--- src/rtl/mips_mc_controller.sv ---
// Multicycle MIPS control unit: Moore FSM driving datapath selects and strobes,
// with a mem_ready handshake on the shared instruction/data memory.
//
// state     | meaning
// ----------+-----------------------------------------------------------
// S_FETCH   | read instruction at PC, PC <= PC+4 and IR load on mem_ready
// S_DECODE  | decode IR, precompute branch target into ALUOut
// S_MEM_ADR | effective address A + sign-ext for lw/sw
// S_MEM_RD  | data read at ALUOut, wait for mem_ready
// S_MEM_WB  | write MDR into rt
// S_MEM_WR  | data write at ALUOut, wait for mem_ready
// S_R_EX    | R-type ALU operation A op B
// S_R_WB    | write ALUOut into rd
// S_I_EX    | addi/slti ALU operation A op sign-ext
// S_I_WB    | write ALUOut into rt
// S_BEQ     | compare A-B, take branch on zero
// S_JUMP    | PC <= jump address
// S_JAL     | PC <= jump address, $31 <= PC
// S_JR      | PC <= A
// S_HALT    | absorbing, only reset leaves
module mips_mc_controller (
    input  logic       clk,
    input  logic       rst,
    input  logic [5:0] opcode,
    input  logic [5:0] func,
    input  logic       zero,
    input  logic       mem_ready,
    output logic       pc_ld,
    output logic       i_or_d,
    output logic       mem_read,
    output logic       mem_write,
    output logic       ir_write,
    output logic       reg_dst,
    output logic       mem_to_reg,
    output logic       selreg,
    output logic       selmem,
    output logic       reg_write,
    output logic       alu_src_a,
    output logic [1:0] alu_src_b,
    output logic [2:0] alu_ctrl,
    output logic [1:0] pc_src,
    output logic       instr_done,
    output logic       halted
);

    localparam logic [5:0] OP_R    = 6'b000000;
    localparam logic [5:0] OP_LW   = 6'b100011;
    localparam logic [5:0] OP_SW   = 6'b101011;
    localparam logic [5:0] OP_BEQ  = 6'b000100;
    localparam logic [5:0] OP_ADDI = 6'b001000;
    localparam logic [5:0] OP_SLTI = 6'b001010;
    localparam logic [5:0] OP_J    = 6'b000010;
    localparam logic [5:0] OP_JAL  = 6'b000011;

    localparam logic [5:0] FN_ADD = 6'b100000;
    localparam logic [5:0] FN_SUB = 6'b100010;
    localparam logic [5:0] FN_AND = 6'b100100;
    localparam logic [5:0] FN_OR  = 6'b100101;
    localparam logic [5:0] FN_SLT = 6'b101010;
    localparam logic [5:0] FN_JR  = 6'b001000;

    localparam logic [2:0] ALU_AND = 3'b000;
    localparam logic [2:0] ALU_OR  = 3'b001;
    localparam logic [2:0] ALU_ADD = 3'b010;
    localparam logic [2:0] ALU_SUB = 3'b110;
    localparam logic [2:0] ALU_SLT = 3'b111;

    typedef enum logic [3:0] {
        S_FETCH,
        S_DECODE,
        S_MEM_ADR,
        S_MEM_RD,
        S_MEM_WB,
        S_MEM_WR,
        S_R_EX,
        S_R_WB,
        S_I_EX,
        S_I_WB,
        S_BEQ,
        S_JUMP,
        S_JAL,
        S_JR,
        S_HALT
    } state_t;

    state_t state;
    state_t state_nxt;

    logic [2:0] r_alu;
    logic       r_func_ok;

    // R-type func decode; unknown funcs are flagged so DECODE can halt on them
    always_comb begin
        r_alu     = ALU_ADD;
        r_func_ok = 1'b1;
        case (func)
            FN_ADD:  r_alu = ALU_ADD;
            FN_SUB:  r_alu = ALU_SUB;
            FN_AND:  r_alu = ALU_AND;
            FN_OR:   r_alu = ALU_OR;
            FN_SLT:  r_alu = ALU_SLT;
            FN_JR:   r_alu = ALU_ADD;
            default: r_func_ok = 1'b0;
        endcase
    end

    always_ff @(posedge clk or negedge rst) begin
        if (!rst) begin
            state <= S_FETCH;
        end else begin
            state <= state_nxt;
        end
    end

    always_comb begin
        state_nxt  = state;
        pc_ld      = 1'b0;
        i_or_d     = 1'b0;
        mem_read   = 1'b0;
        mem_write  = 1'b0;
        ir_write   = 1'b0;
        reg_dst    = 1'b0;
        mem_to_reg = 1'b0;
        selreg     = 1'b0;
        selmem     = 1'b0;
        reg_write  = 1'b0;
        alu_src_a  = 1'b0;
        alu_src_b  = 2'b00;
        alu_ctrl   = ALU_AND;
        pc_src     = 2'b00;
        instr_done = 1'b0;
        halted     = 1'b0;

        // Holding reset keeps every output low, so an abandoned write cannot leak out
        if (rst) begin
            case (state)
                S_FETCH: begin
                    mem_read  = 1'b1;
                    alu_src_b = 2'b01;
                    alu_ctrl  = ALU_ADD;
                    ir_write  = mem_ready;
                    pc_ld     = mem_ready;
                    if (mem_ready) begin
                        state_nxt = S_DECODE;
                    end
                end

                S_DECODE: begin
                    alu_src_b = 2'b11;
                    alu_ctrl  = ALU_ADD;
                    case (opcode)
                        OP_LW, OP_SW:     state_nxt = S_MEM_ADR;
                        OP_R: begin
                            if (!r_func_ok) begin
                                state_nxt = S_HALT;
                            end else if (func == FN_JR) begin
                                state_nxt = S_JR;
                            end else begin
                                state_nxt = S_R_EX;
                            end
                        end
                        OP_ADDI, OP_SLTI: state_nxt = S_I_EX;
                        OP_BEQ:           state_nxt = S_BEQ;
                        OP_J:             state_nxt = S_JUMP;
                        OP_JAL:           state_nxt = S_JAL;
                        default:          state_nxt = S_HALT;
                    endcase
                end

                S_MEM_ADR: begin
                    alu_src_a = 1'b1;
                    alu_src_b = 2'b10;
                    alu_ctrl  = ALU_ADD;
                    state_nxt = (opcode == OP_LW) ? S_MEM_RD : S_MEM_WR;
                end

                S_MEM_RD: begin
                    mem_read = 1'b1;
                    i_or_d   = 1'b1;
                    if (mem_ready) begin
                        state_nxt = S_MEM_WB;
                    end
                end

                S_MEM_WB: begin
                    reg_write  = 1'b1;
                    mem_to_reg = 1'b1;
                    instr_done = 1'b1;
                    state_nxt  = S_FETCH;
                end

                S_MEM_WR: begin
                    mem_write = 1'b1;
                    i_or_d    = 1'b1;
                    if (mem_ready) begin
                        instr_done = 1'b1;
                        state_nxt  = S_FETCH;
                    end
                end

                S_R_EX: begin
                    alu_src_a = 1'b1;
                    alu_src_b = 2'b00;
                    alu_ctrl  = r_alu;
                    state_nxt = S_R_WB;
                end

                S_R_WB: begin
                    reg_write  = 1'b1;
                    reg_dst    = 1'b1;
                    instr_done = 1'b1;
                    state_nxt  = S_FETCH;
                end

                S_I_EX: begin
                    alu_src_a = 1'b1;
                    alu_src_b = 2'b10;
                    alu_ctrl  = (opcode == OP_SLTI) ? ALU_SLT : ALU_ADD;
                    state_nxt = S_I_WB;
                end

                S_I_WB: begin
                    reg_write  = 1'b1;
                    instr_done = 1'b1;
                    state_nxt  = S_FETCH;
                end

                S_BEQ: begin
                    alu_src_a  = 1'b1;
                    alu_src_b  = 2'b00;
                    alu_ctrl   = ALU_SUB;
                    pc_src     = 2'b01;
                    pc_ld      = zero;
                    instr_done = 1'b1;
                    state_nxt  = S_FETCH;
                end

                S_JUMP: begin
                    pc_src     = 2'b10;
                    pc_ld      = 1'b1;
                    instr_done = 1'b1;
                    state_nxt  = S_FETCH;
                end

                // PC already holds PC+4 from FETCH, which is the link value for $31
                S_JAL: begin
                    pc_src     = 2'b10;
                    pc_ld      = 1'b1;
                    reg_write  = 1'b1;
                    selreg     = 1'b1;
                    selmem     = 1'b1;
                    instr_done = 1'b1;
                    state_nxt  = S_FETCH;
                end

                S_JR: begin
                    pc_src     = 2'b11;
                    pc_ld      = 1'b1;
                    instr_done = 1'b1;
                    state_nxt  = S_FETCH;
                end

                S_HALT: begin
                    halted    = 1'b1;
                    state_nxt = S_HALT;
                end

                default: begin
                    state_nxt = S_HALT;
                end
            endcase
        end
    end

endmodule

--- config.mk ---
export PLATFORM = sky130hd
export DESIGN_NAME = mips_mc_controller
export DESIGN_NICKNAME = d
export VERILOG_FILES = /design/src/rtl/mips_mc_controller.sv
export SDC_FILE = /design/constraint.sdc
export NUM_CORES = 1
export LEC_CHECK = 0
export CORE_MARGIN = 5
export CORE_UTILIZATION = 45
export CTS_BUF_LIST = sky130_fd_sc_hd__clkbuf_4 sky130_fd_sc_hd__clkbuf_8
export DETAILED_ROUTE_END_ITERATION = 16
export GPL_TIMING_DRIVEN = 0
export PLACE_DENSITY = 0.83
export SLEW_MARGIN = 30
export SYNTH_ARGS = -nofsm -noshare
export SYNTH_HDL_FRONTEND = slang
export SYNTH_SLANG_ARGS = --single-unit
--- constraint.sdc ---
create_clock -name clk -period 2.4 [get_ports clk]
set_input_delay 0.48 -clock clk [delete_from_list [all_inputs] [get_ports clk]]
set_output_delay 0.48 -clock clk [all_outputs]
set_load 0.01 [all_outputs]
==> out/results.ini, run 1 <==
[final_layout]
final_cell_mix=clkdlybuf4s50_1, nor2_1, nor3_1
drive_above_1_share_pct=29.1
finalNonFillerCells=206
largest_register_ffs=4
area_delta_synth_final_pct=59.9
fillers=156
reg.largest.list=state (4)
finish.net_count=197
design_area_mm2=0.00144
regMostFlops=state
n_antenna_cell=0
final_common_cell=clkdlybuf4s50_1

[die]
coreArea_mm2=0.00194
die_h_um=54.8
fp-row-count=16
initial_core_util_pct=46.5
ios=36
die_w_um=54.8
die_area_mm2=0.00300

[global_route]
first_global_vias=1169
grt_util_all_layers_pct=23.8
antenna_found_initial=0
overflow=0
grt_pass1_wl_um=5220
grt_max_degree=11

[clock_network]
postCtsHoldBufs=0
cts.sinks=4
clockBufferDepth=2
h-tree-depth=1
clk_pin_slew_ns=0.04
cts_buffers=3
cts_tree=built
cts_root_buf=clkbuf_4
clk_latency_ns=0.25

[timing]
period_share_pct=98.5
setup_viol=0
hold_viol=0
slew_headroom_pct=67.9
report.final.slew_viol_count=0
tightest_slew_ns=0.478
period_needed_ns=2.36
tns_ns=0
skew_ns=0.00397
timing.fmax_mhz=423

[outcome]
status=finished clean

[worst_setup_path]
rrSetupSlack_ns=0.80
start_kind=flop
worstPathRequired_ns=1.92
cp_data_arrival_time_ns=1.88
rr_worst_depth=5
cp_max_fo=7
critical_path_class=reg2out
end_kind=primary output

[placed_design]
port_buffers=35
dpl.hpwl_um=2400
postPlaceCellArea_mm2=0.00129
placed_cells=197
place_congestion=0.919

[detailed_routing]
remaining_drc_errors=0
drt_iter0_markers=62
via_count=1283
via_per_inst=6.23
drtPass1Iterations=4
drt_wl_total_um=3410
post_drt_wl_per_cell_um=16.6
drtAntennaViolNets=0

[synth]
yosysWarnings=0
synth_cell_types=46
synth_edf_count=0
async_flop_share_pct=100
ys_seq_area_share_pct=11.1
syn_inst=135
avgSynthCellArea_um2=6.68
syn-cell-area_um2=902
syn_nets=151
synth-main-ff-cell=dfrtp_1
ys_ff_latch=4

[pwr]
peakVddDrop_v=0.000556
p_leak_uw=0.000691
powerDensity_mw_per_mm2=985

[run]
drv_cap=0

[hold_path]
hold_class=in2async

## power breakdown
part	switching (uW)	total, uW	internal (uW)	leakage, uW
combinational	615	1190	572	0.000632
clock	36.5	93.1	56.5	0.0000138
sequential	37.3	141	104	0.0000452
total	689	1420	733	0.000691
## area by class of cell
type	count	area, um^2	share of cell area [%]
inverters	7	31.3	2.17
plain buffers	9	104	7.20
well taps	27	33.8	2.34
repair buffers	43	403	27.9
multi-input cells	113	744	51.6
flip-flops and latches	4	104	7.20
clock buffers	3	22.5	1.56
## worst max-delay path, stage by stage, from the launching register on
cell	delay [ns]
dfrtp_2	0.44
buf_8	0.14
buf_4	0.16
inv_1	0.09
mux2_2	0.33
nor3_1	0.16
dlygate4sd2_1	0.30
## cells by family (layout without fill, tap and decap cells)
logic type | Yosys count | count (layout) | synth area share [%]
buffers and inverters | 18 | 62 | 12.1
xor gates and xnor gates | 3 | 3 | 2.91
and+or+nand+nor | 68 | 68 | 41.1
muxes | 1 | 1 | 1.25
DFF | 4 | 4 | 11.1
AOI/OAI and AO/OA | 41 | 41 | 31.6
## Yosys cell counts (all sizes together), types with 2 or more instances
cell / n / share of area [%]
nand3: 4 / 2.2
and2b: 3 / 2.9
a31oi: 2 / 1.4
o221ai: 2 / 1.9
a21oi: 11 / 6.1
and3: 3 / 2.2
nor3b: 2 / 1.7
inv: 6 / 2.5
buf: 2 / 2.1
clkbuf: 9 / 7.1
a311oi: 2 / 1.9
a221oi: 2 / 1.9
nor2: 17 / 7.1
o41ai: 2 / 2.8
o21ai: 9 / 5.0
o31ai: 2 / 1.7
xnor2: 3 / 2.9
dfrtp: 4 / 11
nor2b: 3 / 2.1
nor3: 13 / 7.2
or2: 3 / 2.1
nor4: 2 / 1.4
nand2: 10 / 4.2
## what timing repair did
| action | 4_1_cts | 5_1_grt |
|---|---|---|
| setup buffers | 3 | 5 |
| endpoints found under the hold margin | 0 | 0 |
| endpoints found under the setup margin | 20 | 9 |
| pin swaps | 2 | 2 |
| resized for setup | 44 | 16 |
## worst paths after layout
| path | end | start |
|---|---|---|
| max | pc_src[1] | state[2]$_DFFE_PN0P_ |
| min | state[0]$_DFFE_PN0P_ | rst |
| max reg2reg | state[0]$_DFFE_PN0P_ | state[2]$_DFFE_PN0P_ |
| min reg2reg | state[3]$_DFFE_PN0P_ | state[0]$_DFFE_PN0P_ |
| max in group asynchronous | state[3]$_DFFE_PN0P_ | rst |
| min in group clk | state[3]$_DFFE_PN0P_ | state[0]$_DFFE_PN0P_ |
## routing by layer
metal / global-route usage, % / share of wire (%)
met4: 11.2 / 2.7
met3: 3.27 / 9.0
met1: 30.1 / 38
met2: 39.2 / 50
met5: 0 / 0
## per-stage QoR
step | util [%] | setup slack (ns) | total power [uW] | hold slack (ns)
after floorplan | - | 0.412 | 810 | 0.184
after global placement | 66.2 | -0.404 | 1120 | 0.631
after detailed placement | 66.2 | -0.419 | 1140 | 0.658
after CTS | 71.5 | 0.00389 | 1340 | 0.176
after global routing | 74.3 | -0.00926 | 1520 | 0.0479
final | 74.3 | 0.0356 | 1420 | 0.0424
No activity file was read; power rests on OpenSTA's default activity.
==> inputs of run 2 (changes only) <==
Settings changed: CORE_ASPECT_RATIO from default to 0.75.
Clock period 2.4 ns to 2.6 ns, I/O delays scaled along.
==> run 2 against run 1 <==
Setup slack improved by 0.047 ns. Non-clock buffer count fell by 6. Die area rose by 0.30%. Critical path type unchanged. Critical path depth fell by 1. Highest routed layer unchanged.
==> out/results.ini, run 2 (synthesis results as in run 1) <==
[outcome]
status=finished clean

[timing]
rsz0062_at_grt=false
hold_viol=0
skew_ns=0.00314
period_share_pct=96.8
tightest_slew_ns=0.498
slew_headroom_pct=66.5
report.final.slew_viol_count=0
layout_setup_ws_ns=0.0823
hold_ws_ns=0.247
period_needed_ns=2.52
setup_viol=0
timing.fmax_mhz=397

[worst_setup_path]
slowest_stage=clkdlybuf4s50_1
end_kind=primary output
critical_path_class=reg2out
cp_max_fo=10
worst-path-buf-inv=2
cp_cell_sequence=buf_4, and2b_2, o21ai_0, nor3_1, clkdlybuf4s50_1
cp_data_arrival_time_ns=2.00
worstPathRequired_ns=2.08
cpPeakStageDelay_ns=0.49
critical_path.top_delay_family=buffers and inverters
start_kind=flop

[clock_network]
postCtsHoldBufs=0
cts_buffers=3
clk_pin_slew_ns=0.04
h-tree-depth=1
cts.sinks=4
cts_tree=built
clockBufferDepth=2
cts_root_buf=clkbuf_4
clk_latency_ns=0.23

[detailed_routing]
drtPass1Iterations=4
drtAntennaViolNets=0
post_drt_wl_per_cell_um=16.0
via_count=1232
drt_iter0_markers=80
remaining_drc_errors=0
drt_wl_total_um=3150
via_per_inst=6.25

[die]
ios=36
fp-row-count=14
die_w_um=61.7
die_h_um=48.8
die_area_mm2=0.00301
initial_core_util_pct=46.0
coreArea_mm2=0.00196

[pwr]
total_power_uw=1210
p_leak_uw=0.000568
peakVddDrop_v=0.000732
powerDensity_mw_per_mm2=879

[final_layout]
final_cell_mix=clkdlybuf4s50_1, nor2_1, nor3_1
final_common_cell=clkdlybuf4s50_1
largest_register_ffs=4
area_delta_synth_final_pct=53.0
finalNonFillerCells=197
reg.largest.list=state (4)
fin_util_pct=70.3
n_antenna_cell=0
finish.net_count=191
regMostFlops=state
drive_above_1_share_pct=26.0

[placed_design]
place_congestion=0.900
placed_cells=194
dpl.hpwl_um=2440
port_buffers=35
pre_cts_slack_ns=-0.285

[global_route]
grt_max_degree=11
met2_usage_pct=32.6
grt_pass1_wl_um=4960
overflow=0
first_global_vias=1119
antenna_found_initial=0
grtUsageMet1_pct=30.0
top_usage_layer=met2
use_met3_pct=1.85
grt_util_all_layers_pct=20.9

[run]
drv_cap=0

[hold_path]
hold_class=in2async

run 2: worst reg2reg max path: cells and delay by family, from the launching register on:
kind            cells  cell delay (ns)
simple gates        2             0.49
buf+inv             1             0.19
flops               1             0.40
compound gates      2             0.46
run 2: through the flow:
step,area [um^2],setup TNS (ns)
after CTS,1340,0
after global routing,1380,0
final,1380,0
after detailed placement,1280,-2.71
after floorplan,902,0
after global placement,1280,-2.04
run 2: routing by layer:
metal / share of wire [%] / vias up
li1: - / 582
met1: 44 / 574
met2: 46 / 66
met3: 7.9 / 10
met4: 2.2 / 0
met5: 0 / -
run 2: timing repair:
item | in CTS | in global routing
cloned | 0 | 0
setup endpoints to repair | 19 | 9
setup buffers | 2 | 0
gates resized for setup | 22 | 15
pin swaps | 1 | 0
run 2: final timing paths:
kind | end | slack (ns) | cells past startpoint | startpoint
setup / recovery | instr_done | 0.08 | 5 | state[3]$_DFFE_PN0P_
max in group asynchronous | state[3]$_DFFE_PN0P_ | 2.15 | 1 | rst
hold / removal | state[2]$_DFFE_PN0P_ | 0.25 | 1 | rst
hold reg to reg | state[3]$_DFFE_PN0P_ | 0.64 | 3 | state[0]$_DFFE_PN0P_
setup reg to reg | state[3]$_DFFE_PN0P_ | 0.94 | 5 | state[3]$_DFFE_PN0P_
min in group clk | state[3]$_DFFE_PN0P_ | 0.64 | 3 | state[0]$_DFFE_PN0P_
run 2: cell type report:
type	count	area, um^2
multi-input cells	113	743
plain buffers	9	87.6
well taps	24	30.0
flip-flops and latches	4	104
fillers	162	582
repair buffers	37	362
clock buffers	3	22.5
inverters	7	31.3
run 2: report_power, final:
| group | switching [uW] | internal, uW | leakage, uW |
|---|---|---|---|
| clock network | 21.4 | 51.3 | 0.0000138 |
| logic | 531 | 468 | 0.000509 |
| registers | 45.6 | 95.9 | 0.0000452 |
